### config.mk
export PLATFORM = sky130hd
export DESIGN_NAME = control_sequencer
export DESIGN_NICKNAME = d
export VERILOG_FILES = /design/src/rtl/control_sequencer.sv
export SDC_FILE = /design/constraint.sdc
export NUM_CORES = 1
export LEC_CHECK = 0
export BUFFER_PORTS_ARGS = -buffer_cell sky130_fd_sc_hd__buf_2
export CORE_MARGIN = 8
export CORE_UTILIZATION = 36
export DETAILED_ROUTE_END_ITERATION = 7
export SYNTH_ARGS = -nofsm -noshare
export SYNTH_HDL_FRONTEND = slang
export SYNTH_SLANG_ARGS = --single-unit
### constraint.sdc
create_clock -name clk -period 8.8 [get_ports clk]
set_clock_uncertainty 0.05 [all_clocks]
set_input_delay 0.44 -clock clk [delete_from_list [all_inputs] [get_ports clk]]
set_output_delay 0.44 -clock clk [all_outputs]
set_load 0.005 [all_outputs]
### src/rtl/control_sequencer.sv
// Multi-cycle fetch/execute sequencer driving the register bank, word memory and 3-input ALU.
// State and architectural registers update on posedge; strobes are decoded combinationally from state.
//
// state   | meaning
// --------+-----------------------------------------------------------
// S_FETCH | read instruction word at pc into ir
// S_EXEC  | decode ir: halt, branch, load address, store or ALU write
// S_LOAD  | write the word at the latched effective address to dst
// S_HALT  | absorbing stop state, left only through reset
module control_sequencer #(
    parameter logic [31:0] RESET_PC  = 32'd0,
    parameter int unsigned MEM_DEPTH = 4096
) (
    input  logic        clk,
    input  logic        rst,
    input  logic        run,
    output logic [31:0] mem_addr,
    output logic        mem_w,
    output logic [31:0] mem_w_v,
    input  logic [31:0] mem_r_v,
    output logic        reg_w,
    output logic [4:0]  reg_dst,
    output logic [4:0]  reg_src1,
    output logic [4:0]  reg_src2,
    output logic [31:0] reg_w_v,
    input  logic [31:0] src1_v,
    input  logic [31:0] src2_v,
    output logic        alu_op,
    output logic [31:0] alu_a,
    output logic [31:0] alu_b,
    output logic [31:0] alu_c,
    input  logic [31:0] alu_out,
    output logic [31:0] pc,
    output logic        halted,
    output logic        fault,
    output logic [31:0] retired
);

    typedef enum logic [1:0] {S_FETCH, S_EXEC, S_LOAD, S_HALT} state_t;

    localparam logic [31:0] MEM_LIMIT = MEM_DEPTH;

    state_t      state;
    logic [31:0] ir;
    logic [31:0] ld_ea;

    logic        ir_br, ir_mem, ir_wr, ir_op, ir_hlt;
    logic [31:0] simm;
    logic        fetch_oob, ea_oob, live;
    logic        unused_ir;

    assign ir_br     = ir[24];
    assign ir_mem    = ir[23];
    assign ir_wr     = ir[22];
    assign ir_op     = ir[21];
    assign ir_hlt    = ir[20];
    assign simm      = {{27{ir[19]}}, ir[19:15]};
    assign fetch_oob = pc >= MEM_LIMIT;
    assign ea_oob    = alu_out >= MEM_LIMIT;
    assign unused_ir = ^ir[31:25];

    // Strobes must fall the instant rst rises so a reset mid-EXEC never commits on the negedge.
    assign live = run && !rst;

    always_comb begin
        mem_addr = pc;
        mem_w    = 1'b0;
        mem_w_v  = src2_v;
        reg_w    = 1'b0;
        reg_dst  = ir[14:10];
        reg_src1 = ir[9:5];
        reg_src2 = ir[4:0];
        reg_w_v  = alu_out;
        alu_op   = 1'b1;
        alu_a    = src1_v;
        alu_b    = 32'd0;
        alu_c    = simm;
        case (state)
            S_EXEC: begin
                if (!ir_hlt && !ir_br && ir_mem) begin
                    mem_addr = alu_out;
                    mem_w    = live && !ir_wr && !ea_oob;
                end else if (!ir_hlt && !ir_br && ir_wr) begin
                    alu_op = ir_op;
                    alu_b  = src2_v;
                    reg_w  = live;
                end
            end
            S_LOAD: begin
                mem_addr = ld_ea;
                reg_w_v  = mem_r_v;
                reg_w    = live;
            end
            default: ;
        endcase
    end

    always_ff @(posedge clk or posedge rst) begin
        if (rst) begin
            state   <= S_FETCH;
            pc      <= RESET_PC;
            ir      <= 32'd0;
            ld_ea   <= 32'd0;
            retired <= 32'd0;
            halted  <= 1'b0;
            fault   <= 1'b0;
        end else if (run) begin
            case (state)
                S_FETCH: begin
                    if (fetch_oob) begin
                        fault  <= 1'b1;
                        halted <= 1'b1;
                        state  <= S_HALT;
                    end else begin
                        ir    <= mem_r_v;
                        state <= S_EXEC;
                    end
                end
                S_EXEC: begin
                    if (ir_hlt) begin
                        halted  <= 1'b1;
                        retired <= retired + 32'd1;
                        state   <= S_HALT;
                    end else if (ir_br) begin
                        pc      <= (src1_v == 32'd0) ? pc + simm : pc + 32'd1;
                        retired <= retired + 32'd1;
                        state   <= S_FETCH;
                    end else if (ir_mem && ea_oob) begin
                        fault  <= 1'b1;
                        halted <= 1'b1;
                        state  <= S_HALT;
                    end else if (ir_mem && ir_wr) begin
                        ld_ea <= alu_out;
                        state <= S_LOAD;
                    end else begin
                        pc      <= pc + 32'd1;
                        retired <= retired + 32'd1;
                        state   <= S_FETCH;
                    end
                end
                S_LOAD: begin
                    pc      <= pc + 32'd1;
                    retired <= retired + 32'd1;
                    state   <= S_FETCH;
                end
                default: state <= S_HALT;
            endcase
        end
    end

endmodule

==> metrics.csv, run 1 <==
metric;value;unit
hold-fix buffer count after cts;0;
H-tree level count;4;
Remaining Overflow, GRT;0;
max-slew violation count;0;
Worst EP required;9.05;ns
TritonRoute pass-1 iters;5;
Die ar.;32700;µm²
min-delay worst type;in -> async;
hpwl dp;27600;µm
RSZ-0062 raised after global routing;no;
total CTS buffers;17;
Hold Vio Cnt, Final;0;
IO Pins;407;
initial core utilization;0.365;
max cap viols;0;
vias in the first global route;9224;
Crit. Startpoint;state[0];
post-synthesis sequential area ratio;0.320;
Compound-Gate Fraction of Synth Area;0.194;
share of cells above drive strength 1;0.403;
TritonCTS clock tree;built;
largest family of logic cells by synthesized area;compound AO/OA/AOI/OAI gates;
chip width;181;µm
highest metal used;met5;
count of cell types in the netlist;77;
Final Net Count;1524;
Post-Route WL;35600;µm
Clock transition at path regs;0.06;ns
post-DR wirelength/cell;20.8;µm
Multi-input gate area;5510;µm²
DRT antenna net count;0;
synthesis-stage register bit count;125;
startpoint class of the critical path;flip-flop;
fin crit share;0.413;
WL met1;16000;µm
DRC Markers;0;
critical path type;reg -> reg;
met2 wire len;16600;µm
max_slew headroom;0.354;
post-synth net total;1255;
Post-Synth Simple-Gate Area;0.186;
Final setup violation count;0;
first-iteration detailed-routing DRC count;896;
Leakage Power;6.24;nW
VDD IR max;172;µV
Clock Sinks;125;
CP endpoint kind;flip-flop;
mean post-synth cell area;9.01;µm²
Core Area;26800;µm²
Fillers;2629;
Post-Synth XOR/XNOR Area;0.0484;
Row Count;60;
cells after synthesis;1085;
Reg2Reg Setup Slack;5.16;ns
Die Ht;181;µm
clk buf depth;2;
Worst R2R Start;state[0];
Tot GR Track Use;0.209;
largest net degree at the start of global routing;73;
post-CTS setup buffers;0;
worst-margin pin slew;0.969;ns
clock period minus worst slack;3.64;ns
Yosys warnings;0;
final RePlAce weighted congestion;0.921;
IO Port Bufs;406;
mux share of post-synthesis cell area;0.0826;
Max Freq;275;MHz
register area;3130;µm²
Ant. Diodes;0;
initial antenna violation count;2;
Post-Synth Adder-Cell Area;0.0507;
post-layout util;0.444;
clock root buffer;clkbuf_16;
Synth async-reset ratio;1.00;
status;finished clean;
post-cts resize count;0;
Post-synth EDFFs;0;
first-pass GRT wire length;54700;µm
Post-synth top flop;dfrtp_1;
Syn-to-layout area delta;21.7;%
worst-path fanout max;46;
via count;9203;
vias per inst;5.39;
setup TNS;0;ns
power per cell area;182;nW/µm²
critical path data arrival time;3.88;ns
mapped cell area;9770;µm²
hold slack final;0.0962;ns
met3 wire length;2620;µm
worst skew pair latency;0.42;ns
[registers in the layout, indices dropped and copies added (netlist names)]
| register | cells |
|---|---|
| ld_ea | 32 |
| pc | 32 |
| retired | 32 |
| ir | 25 |
| state | 2 |
| fault | 1 |
| halted | 1 |
[metal layers]
layer	global-route usage	vias to the layer above
met5	0	-
met2	0.335	355
met4	0.0420	4
li1	-	4383
met1	0.279	4423
met3	0.0572	38
[path summary, 6_finish.rpt]
path | end | cells after the start
hold reg to reg | retired[31] | 1
min in group clk | ir[16] | 3
setup reg to reg | pc[31] | 12
setup / recovery | pc[31] | 12
hold / removal | retired[3] | 2
max in group asynchronous | pc[0] | 3
[synth_stat cells, types with 5 or more instances]
library cell / n / share of area
nor3_1: 12 / 0.0061
xnor2_1: 44 / 0.039
o22ai_1: 5 / 0.0032
nand3_1: 40 / 0.020
nor4_1: 20 / 0.013
nand2_1: 67 / 0.026
nand2b_1: 10 / 0.0064
mux2_2: 69 / 0.079
nor2b_1: 5 / 0.0032
a31oi_1: 10 / 0.0064
o21a_1: 5 / 0.0038
and2_1: 53 / 0.034
o21bai_1: 6 / 0.0046
nor2_1: 50 / 0.019
clkbuf_1: 43 / 0.017
ha_1: 38 / 0.049
a211oi_1: 5 / 0.0038
inv_1: 18 / 0.0069
buf_1: 5 / 0.0019
dfrtp_1: 125 / 0.32
and3_1: 17 / 0.011
xor2_1: 10 / 0.0090
buf_4: 111 / 0.085
a21o_1: 22 / 0.017
a21oi_1: 82 / 0.042
a22o_1: 64 / 0.057
and4_1: 6 / 0.0054
nand4_1: 17 / 0.011
o21ai_0: 46 / 0.024
[worst max-delay path: stages (launching register included)]
cell and delay (ns):
dfrtp_1 0.39, inv_1 0.08, ha_2 0.39, buf_4 0.38, nor4b_1 0.47, nand4_1 0.21
or3_1 0.35, buf_4 0.29, nor2_1 0.47, nand2_1 0.13, o21ai_2 0.09, a21oi_2 0.05
xnor2_1 0.14
[layout make-up]
class | count | area share
inverter | 18 | 0.00589
multi-input combinational | 774 | 0.463
clock buffer | 21 | 0.0395
sequential | 125 | 0.263
clock inverter | 11 | 0.0138
tap | 341 | 0.0359
timing repair buffer | 418 | 0.178
[through the flow]
stage | setup WS, ns | total power [W] | area (µm²) | std cells
final | 5.16 | 0.00216 | 11900 | 1708
after global routing | 5.00 | 0.00227 | 11900 | 1708
after CTS | 5.19 | 0.00218 | 11900 | 1708
after detailed placement | 5.22 | 0.00141 | 11300 | 1676
after global placement | 5.38 | 0.00140 | 11300 | 1676
after floorplan | 4.74 | 0.00112 | 9770 | 1085
[where the power goes]
group,switching (W),internal (W)
clock network,0.000270,0.000495
registers,0.0000640,0.000607
logic,0.000448,0.000281
total,0.000782,0.00138
[logic make-up (layout without fill, tap and decap cells)]
family	count (synthesis)	in the layout
multiplexers	72	72
XOR/XNOR	54	54
buffers and inverters	186	468
flip-flops	125	125
adder cells (fa/ha/maj)	39	39
AO/OA/AOI/OAI	282	282
AND/OR/NAND/NOR	327	327
[placed cells by master, fill, tap and decap left out, drive strengths merged, types with 19 or more instances in the layout]
cell,synthesis,final
nor2,51,51
nor4,20,20
ha,38,38
xnor2,44,44
o21ai,51,51
and2,54,54
a22o,65,65
nand3,42,42
buf,122,418
a21o,22,22
mux2,69,69
a21oi,83,83
clkbuf,46,21
dfrtp,125,125
nand2,69,69
nand4,19,19
No activity file was read; power rests on OpenSTA's default activity.
==> run 2, diff against run 1 <==
- PLACE_DENSITY: not set -> 0.65
- clock period: 8.8 -> 3.3 ns (I/O delays scaled with it)
==> run 2 against run 1 <==
Clock power rose by 140%. Register-to-register slack got worse by 4.9 ns. Die area did not move. Critical path depth fell by 3. Worst hold slack got worse by 0.064 ns. Sequential share of layout area fell by 1.1 points. Sequential power rose to 2.6 times the previous value. Final cell count rose by 3.6%.
==> metrics.csv, run 2 (same netlist as run 1, synthesis figures left out) <==
metric;value;unit;change
Ant. Diodes;0;;unchanged
Logic pwr share;0.367;;was 0.337
sw power;0.00226;W;was 0.000782 W
largest net degree at the start of global routing;104;;was 73
vias in the first global route;9547;;was 9224
fin crit share;0.929;;was 0.413
IO Port Bufs;406;;unchanged
post-CTS setup buffers;0;;unchanged
DRT antenna net count;0;;unchanged
share of cells above drive strength 1;0.404;;was 0.403
status;finished clean;;unchanged
VDD IR max;472;µV;was 172 µV
power per cell area;457;nW/µm²;was 182 nW/µm²
worst-path fanout max;13;;was 46
CP max stage delay;0.54;ns;was 0.47 ns
Die ar.;32700;µm²;unchanged
biggest regs;ld_ea (32), pc (32), retired (32);;unchanged
hpwl dp;28000;µm;was 27600 µm
final RePlAce weighted congestion;0.920;;was 0.921
Core Area;26800;µm²;unchanged
post-DR wirelength/cell;20.6;µm;was 20.8 µm
Row Count;60;;unchanged
max-slew violation count;0;;unchanged
hold slack final;0.0318;ns;was 0.0962 ns
Leakage Power;6.51;nW;was 6.24 nW
post-cts resize count;0;;unchanged
Critical path buffers and inverters;0;;was 3
H-tree level count;4;;unchanged
via count;9544;;was 9203
DRC Markers;0;;unchanged
CP endpoint kind;flip-flop;;unchanged
setup TNS;0;ns;unchanged
first-iteration detailed-routing DRC count;743;;was 896
critical path data arrival time;3.31;ns;was 3.88 ns
IO Pins;407;;unchanged
Clock transition at path regs;0.07;ns;was 0.06 ns
commonest non-fill, non-tap cell in the layout;buf_2;;unchanged
Net Sw Frac;0.397;;was 0.361
Final setup violation count;0;;unchanged
Final Net Count;1586;;was 1524
clock root buffer;clkbuf_16;;unchanged
register area;3130;µm²;unchanged
Syn-to-layout area delta;27.2;%;was 21.7%
Worst EP required;3.54;ns;was 9.05 ns
RSZ-0062 raised after global routing;no;;unchanged
total CTS buffers;17;;unchanged
initial antenna violation count;0;;was 2
Max Freq;326;MHz;was 275 MHz
clk buf depth;2;;unchanged
first-pass GRT wire length;56800;µm;was 54700 µm
worst-margin pin slew;0.981;ns;was 0.969 ns
chip width;181;µm;unchanged
max_slew headroom;0.344;;was 0.354
Power Internal;0.00343;W;was 0.00138 W
critical path type;reg -> reg;;unchanged
initial core utilization;0.365;;unchanged
Clock Sinks;125;;unchanged
startpoint class of the critical path;flip-flop;;unchanged
Tot GR Track Use;0.217;;was 0.209
max cap viols;0;;unchanged
Clock Power Share;0.328;;was 0.353
crit path cell chain;ha_1, nand4b_1, a2111oi_2, o211ai_1, a21oi_1, o31ai_1, and4_1, o21ai_0, o311ai_1;;was inv_1, ha_2, buf_4, nor4b_1, nand4_1, or3_1, buf_4, nor2_1, nand2_1, o21ai_2, a21oi_2, xnor2_1
Multi-input gate area;5520;µm²;was 5510 µm²
Die Ht;181;µm;unchanged
clock period minus worst slack;3.07;ns;was 3.64 ns
Flop pwr share;0.305;;was 0.310
TritonRoute pass-1 iters;5;;unchanged
Remaining Overflow, GRT;0;;unchanged
Hold Vio Cnt, Final;0;;unchanged
Crit-path slowest cell;dfrtp_2;;was nor4b_1
Reg2Reg Setup Slack;0.23;ns;was 5.16 ns
min-delay worst type;in -> reg;;was in -> async
commonest cells after routing, fill and taps aside;buf_2, dfrtp_1, a21oi_1, mux2_2, nand2_1;;unchanged
worst skew pair latency;0.42;ns;about the same
delay-heaviest family, CP;compound AO/OA/AOI/OAI gates;;was simple AND/OR/NAND/NOR gates
Fillers;2558;;was 2629
Post-Route WL;36500;µm;was 35600 µm
vias per inst;5.39;;about the same
TritonCTS clock tree;built;;unchanged
-- run 2: changes by cell type in the layout (fill, tap and decap cells not counted), sizes merged --
cell         previous run  this run
buf                   418       443
bufinv                  4         0
clkbuf                 21        17
clkinv                  5         2
clkinvlp                2         3
dlygate4sd3             0        37
inv                    18        28
-- run 2: power groups by stage --
stage / clock, W / combinational [W] / sequential, W
after global routing: 0.00196 / 0.00227 / 0.00174
final: 0.00187 / 0.00209 / 0.00173
after global placement: 0 / 0.00203 / 0.00175
after CTS: 0.00190 / 0.00209 / 0.00173
after detailed placement: 0 / 0.00204 / 0.00176
after floorplan: 0 / 0.00122 / 0.00177
-- run 2: layout make-up --
cell class | count | share of cell area
multi-input combinational | 774 | 0.444
sequential | 125 | 0.252
timing repair buffer | 480 | 0.219
tap | 341 | 0.0343
clock inverter | 15 | 0.0116
inverter | 18 | 0.00574
clock buffer | 17 | 0.0342
-- run 2: per-stage QoR --
stage,cells,util,total power [W],setup WS [ns],instance area (µm²)
global placement,1701,0.429,0.00378,0.341,11500
global route,1770,0.464,0.00597,0.0788,12400
CTS,1770,0.464,0.00572,0.280,12400
floorplan,1085,-,0.00299,0.375,9780
detailed placement,1701,0.429,0.00380,0.329,11500
finish,1770,0.464,0.00569,0.234,12400
-- run 2: worst paths after layout --
kind                             start     endpoint  depth (start not counted)
max                             ir[19]       pc[23]                          9
min in group asynchronous          rst       halted                          3
min reg2reg                retired[31]  retired[31]                          1
max reg2reg                     ir[19]       pc[23]                          9
min                        mem_r_v[18]       ir[18]                          2
max in group asynchronous          rst        pc[5]                          4
-- run 2: repair_timing --
item	in CTS	in global routing
setup endpoints to repair	0	0
hold buffers	37	0
endpoints found under the hold margin	58	0
-- run 2: worst register-to-register path: stages, from the launching register on --
cell and delay, ns:
dfrtp_2 0.54, ha_1 0.41, nand4b_1 0.22, a2111oi_2 0.48, o211ai_1 0.17, a21oi_1 0.44
o31ai_1 0.14, and4_1 0.21, o21ai_0 0.16, o311ai_1 0.13
-- run 2: routing by layer --
layer,global-route usage,up-vias,share of wire
met5,0,-,0
met2,0.347,449,0.47
met4,0.0516,0,0.015
met1,0.292,4560,0.44
met3,0.0532,31,0.081
li1,-,4504,-
